**src/rtl/fifo_arb_pkg.sv**
```systemverilog
// rtl/fifo_arb_pkg.sv - shared encodings and widths for the FIFO write-port arbiter
package fifo_arb_pkg;

    typedef enum logic {
        ST_IDLE  = 1'b0,
        ST_BURST = 1'b1
    } arb_state_e;

    localparam int STATS_W     = 16;
    localparam int BURST_CNT_W = 8;

endpackage

```
**src/rtl/fifo_wr_arbiter_rr_pick.sv**
```systemverilog
// rtl/fifo_wr_arbiter_rr_pick.sv - rotating priority encoder, scan starts just after start index
module rr_pick #(
    parameter int N  = 4,
    parameter int IW = $clog2(N)
) (
    input  logic [N-1:0]  req,
    input  logic [IW-1:0] start,
    output logic [N-1:0]  gnt,
    output logic [IW-1:0] idx,
    output logic          valid
);

    always_comb begin
        int j;
        j     = 0;
        gnt   = '0;
        idx   = '0;
        valid = 1'b0;
        // start itself is visited last (k == N wraps back to it)
        for (int k = 1; k <= N; k++) begin
            j = int'(start) + k;
            if (j >= N) j = j - N;
            if (!valid && req[j]) begin
                valid  = 1'b1;
                gnt[j] = 1'b1;
                idx    = IW'(j);
            end
        end
    end

endmodule

```
**src/rtl/fifo_wr_arbiter.sv**
```systemverilog
// rtl/fifo_wr_arbiter.sv - round-robin burst arbiter for a shared FIFO write port
// Optional per-requester accept counters: FIFO_WR_ARBITER_STATS_EN
module fifo_wr_arbiter
    import fifo_arb_pkg::*;
#(
    parameter int N         = 4,
    parameter int B         = 8,
    parameter int MAX_BURST = 4,
    parameter int IW        = $clog2(N)
) (
    input  logic             clk,
    input  logic             rstn_i,
    input  logic [N-1:0]     req_i,
    input  logic [N*B-1:0]   data_i,
    output logic [N-1:0]     gnt_o,
    input  logic             fifo_full_i,
    output logic             fifo_wr_o,
    output logic [B-1:0]     fifo_wdata_o,
    output logic [IW-1:0]    owner_o,
`ifdef FIFO_WR_ARBITER_STATS_EN
    input  logic             stats_clr_i,
    output logic [N*STATS_W-1:0] stats_o,
`endif
    output logic             busy_o
);

    localparam logic [IW-1:0]          OWNER_RST = IW'(N - 1);
    localparam logic [BURST_CNT_W-1:0] MAX_CNT   = BURST_CNT_W'(MAX_BURST);

    arb_state_e             state_q, state_d;
    logic [IW-1:0]          owner_q, owner_d;
    logic [BURST_CNT_W-1:0] cnt_q, cnt_d;

    logic [N-1:0]  pick_gnt;
    logic [IW-1:0] pick_idx;
    logic          pick_valid;
    logic          keep_owner;

    rr_pick #(.N(N), .IW(IW)) u_pick (
        .req   (req_i),
        .start (owner_q),
        .gnt   (pick_gnt),
        .idx   (pick_idx),
        .valid (pick_valid)
    );

    always_ff @(posedge clk or negedge rstn_i) begin
        if (!rstn_i) begin
            state_q <= ST_IDLE;
            owner_q <= OWNER_RST;
            cnt_q   <= '0;
        end else begin
            state_q <= state_d;
            owner_q <= owner_d;
            cnt_q   <= cnt_d;
        end
    end

    assign keep_owner = (state_q == ST_BURST) && req_i[owner_q] && (cnt_q < MAX_CNT);

    always_comb begin
        gnt_o   = '0;
        state_d = state_q;
        owner_d = owner_q;
        cnt_d   = cnt_q;
        // a full FIFO freezes everything so the pointer and burst resume untouched
        if (rstn_i && !fifo_full_i) begin
            if (keep_owner) begin
                gnt_o[owner_q] = 1'b1;
                cnt_d          = cnt_q + 1'b1;
            end else if (pick_valid) begin
                gnt_o   = pick_gnt;
                owner_d = pick_idx;
                cnt_d   = BURST_CNT_W'(1);
                state_d = ST_BURST;
            end else begin
                state_d = ST_IDLE;
                cnt_d   = '0;
            end
        end
    end

    always_comb begin
        fifo_wdata_o = '0;
        for (int i = 0; i < N; i++) begin
            if (gnt_o[i]) fifo_wdata_o = fifo_wdata_o | data_i[i*B +: B];
        end
    end

    assign fifo_wr_o = |gnt_o;
    assign owner_o   = owner_q;
    assign busy_o    = rstn_i && (state_q == ST_BURST);

`ifdef FIFO_WR_ARBITER_STATS_EN
    logic [STATS_W-1:0] stat_q [N];

    always_ff @(posedge clk or negedge rstn_i) begin
        if (!rstn_i) begin
            for (int i = 0; i < N; i++) stat_q[i] <= '0;
        end else begin
            for (int i = 0; i < N; i++) begin
                if (stats_clr_i) begin
                    stat_q[i] <= '0;
                end else if (gnt_o[i] && (stat_q[i] != '1)) begin
                    stat_q[i] <= stat_q[i] + 1'b1;
                end
            end
        end
    end

    always_comb begin
        stats_o = '0;
        for (int i = 0; i < N; i++) stats_o[i*STATS_W +: STATS_W] = stat_q[i];
    end
`endif

endmodule

```
**config.mk**
```make
export PLATFORM = sky130hd
export DESIGN_NAME = fifo_wr_arbiter
export DESIGN_NICKNAME = d
export VERILOG_FILES = /design/src/rtl/fifo_arb_pkg.sv /design/src/rtl/fifo_wr_arbiter_rr_pick.sv /design/src/rtl/fifo_wr_arbiter.sv
export SDC_FILE = /design/constraint.sdc
export NUM_CORES = 1
export LEC_CHECK = 0
export ABC_AREA = 1
export BUFFER_PORTS_ARGS = -buffer_cell sky130_fd_sc_hd__buf_2
export CAP_MARGIN = 20
export CORE_AREA = 2 2 56 68
export DETAILED_ROUTE_END_ITERATION = 10
export DIE_AREA = 0 0 58 70
export PLACE_DENSITY = 0.62
export SYNTH_ARGS = -nofsm -noshare
export SYNTH_HDL_FRONTEND = slang
export SYNTH_SLANG_ARGS = --single-unit
```
**constraint.sdc**
```tcl
create_clock -name clk -period 3.6 [get_ports clk]
set_input_delay 0.72 -clock clk [delete_from_list [all_inputs] [get_ports clk]]
set_output_delay 0.72 -clock clk [all_outputs]
set_load 0.005 [all_outputs]
```
==> summary.md <==
| Metric | Value |
|---|---|
| First-pass GRT wire length | `5430 um` |
| Pin slew with the least headroom to its limit | `0.242 ns` |
| Clock Sinks | `11` |
| Slew Limit Fails | `0` |
| Largest net degree at the start of global routing | `13` |
| Share of layout cells above drive strength 1 | `33.8%` |
| Crit path from | `owner_o[1]` |
| Hold Vio Cnt, Final | `0` |
| DR vias/cell | `4.45` |
| Internal | `0.669 mW` |
| Synth Area per Inst | `6.19 um2` |
| # Max-Cap Violations | `0` |
| Final setup vio count | `0` |
| H-tree depth | `1` |
| FMAX | `301 MHz` |
| R2R Path Start | `owner_o[1]` |
| Worst EP required | `2.88 ns` |
| Worst reg2reg endpoint | `owner_o[1]` |
| CTS tree | `done` |
| Average routed wire per standard cell | `10.1 um` |
| VDD IR max | `0.548 mV` |
| Pre-CTS setup slack | `0.453 ns` |
| Fillers | `358` |
| Ant. Diodes | `0` |
| Worst-Skew Late Latency | `0.23 ns` |
| Yosys warns | `0` |
| DIE HEIGHT | `70 um` |
| Area growth syn-to-layout | `31.6%` |
| Worst Path Max Fanout | `10` |
| WL final | `3130 um` |
| LEAKAGE | `1.01 nW` |
| PD cells | `830 nW/um2` |
| TNS Setup | `0 ns` |
| Clock slew seen by the registers of the worst setup and hold paths | `0.05 ns` |
| NetSw | `0.751 mW` |
| Yosys cell types | `23` |
| Number of global-route vias before repair | `1319` |
| Unrepaired setup endpoints after global routing | `false` |
| Switching portion of total power | `52.9%` |
| Clock power share | `8.5%` |
| Vias | `1385` |
| #FFs+latches synth | `11` |
| Port Buffers | `54` |
| R2R Setup Slk | `1.40 ns` |
| Post-route ant nets | `0` |
| Worst min-delay path class | `primary input to asynchronous set/reset pin` |
| Core area | `3480 um2` |
| Total CTS buffers | `3` |
| Clock Tree Buf Depth | `2` |
| # IOs | `55` |
| Synth area leader | `nand2_1` |
| Synth area leaders | `nand2_1 24%, dfrtp_1 17%, inv_1 9.8%` |
| TritonRoute pass-1 iters | `4` |
| Hold WS | `0.411 ns` |
| Setup ws final | `0.277 ns` |
| DPL Wire Length | `2520 um` |
| Placement Rows | `24` |
| R2r worst-path depth | `9` |
| Sequential share of power | `15.3%` |
| Startpoint Class | `flip-flop` |
| Final period util | `92.3%` |
| CP Class | `flip-flop to output port` |
| CTS Root Cell | `clkbuf_8` |
| Drt initial violations | `26` |
| Total Routing Usage GR | `16.2%` |
| Starting Density | `37.3%` |
| DRC viols | `0` |
| Grt total ovfl | `0` |
| Arr. time, crit path | `2.60 ns` |
| Status | `finished clean` |
| Synth Net Count | `258` |
| DIE AREA | `4060 um2` |
| Synth Instances | `210` |
| Logic pwr share | `76.2%` |
| Setup Skew | `0.00181 ns` |
| Global placement routability congestion | `0.897` |
| CP Capture Type | `output port` |
| Die Width | `58 um` |
| Share of the synthesized area in the top cell type | `24.3%` |
| Mapped Area | `1300 um2` |
| Fin crit period | `3.32 ns` |
| Sequential area share after synthesis | `21.4%` |
| Number of antenna violations at the first check in global routing | `0` |
| Rel. slew slack | `83.9%` |
| CTS hold repair buffers | `0` |
| Nets@finish | `321` |
## power by group through the flow
stage          clock network [mW]  registers [mW]  logic, mW
3_5_place_dp                    0           0.215       1.05
4_1_cts                     0.124           0.214       1.05
2_1_floorplan                   0           0.204      0.762
6_report                    0.121           0.217       1.08
5_1_grt                     0.130           0.222       1.24
3_3_place_gp                    0           0.214       1.05
## worst max-delay path by stage
stage	end	slack [ns]
after floorplan	fifo_wdata_o[0]	0.80
after global placement	fifo_wdata_o[2]	0.46
after detailed placement	fifo_wdata_o[2]	0.45
after CTS	fifo_wdata_o[2]	0.19
after global routing	fifo_wdata_o[1]	0.005
final	fifo_wdata_o[2]	0.28
## registers in the layout (all words and copies together) (netlist names)
signal	flops
state_q	1
cnt_q	8
owner_o	2
## layout by cell type (no fill, tap or decap), drive strengths merged
cell type / instances
buf: 58
dfrtp: 9
ha: 9
clkinvlp: 1
a21oi: 4
nand2: 99
nor2: 17
clkbuf: 4
o21ai: 2
nand3: 17
a21boi: 4
dfstp: 2
inv: 36
xor2: 1
o211ai: 2
nand4: 4
mux2: 1
a22o: 1
nor3: 1
## what timing repair did
item / in CTS / in global routing
resized for setup: 0 / 2
setup buffers: 0 / 2
setup endpoints to repair: 0 / 9
## metal layers
layer,vias to the layer above,GRT usage (%),share of wire (%)
met5,-,0,0
met4,0,2.84,1.1
met3,4,2.78,4.9
met2,36,31.3,51
met1,580,18.0,43
li1,765,-,-
## stage by stage
step | instances | utilization, % | area [um2] | total power [mW]
global route | 311 | 49.1 | 1710 | 1.59
CTS | 309 | 48.2 | 1680 | 1.39
detailed placement | 305 | 46.9 | 1630 | 1.26
finish | 311 | 49.1 | 1710 | 1.42
global placement | 305 | 46.9 | 1630 | 1.27
floorplan | 210 | - | 1300 | 0.965
## final cells by class
class                      count  area (um2)  share of cell area (%)
sequential                    11         278                    16.2
timing repair buffer          58         300                    17.6
tap                           39        48.8                    2.85
multi-input combinational    162         896                    52.4
clock buffer                   4        45.0                    2.63
inverter                      37         143                    8.34
## cells in the mapped netlist
cell and n:
mux2_2 1, nor2_2 3, nor2_1 11, a21boi_0 4
nor2_8 1, dfrtp_1 9, xor2_1 1, nor3_1 1
nand2_4 6, dfstp_2 2, inv_1 34, o211ai_1 2
ha_1 9, a21oi_1 4, inv_2 3, nand3_1 15
o21ai_0 2, nor2_4 2, nand2_1 84, a22o_1 1
nand2_2 9, nand3_2 2, nand4_1 4
## worst max-delay path, stage by stage (launching register included)
cell        delay [ns]
dfstp_2           0.65
clkinvlp_4        0.19
ha_4              0.32
inv_1             0.06
nand3_2           0.13
nand2_4           0.09
nor2_8            0.17
nand2_2           0.06
nand2_2           0.11
nand2_4           0.08
nand2_2           0.09
nand2_4           0.09
nand2_1           0.07
nand2_1           0.05
inv_1             0.05
nand2_1           0.04
buf_2             0.12
## cell families after synthesis
logic type                 Yosys count  share of synthesized area [%]
AOI/OAI and AO/OA                   13                           6.45
xor gates and xnor gates             1                          0.674
adders and majority gates            9                           8.66
buffers and inverters               37                           10.7
DFF                                 11                           21.4
muxes                                1                          0.866
and+or+nand+nor                    138                           51.3
Note: power is estimated with default switching activity, not from simulation.
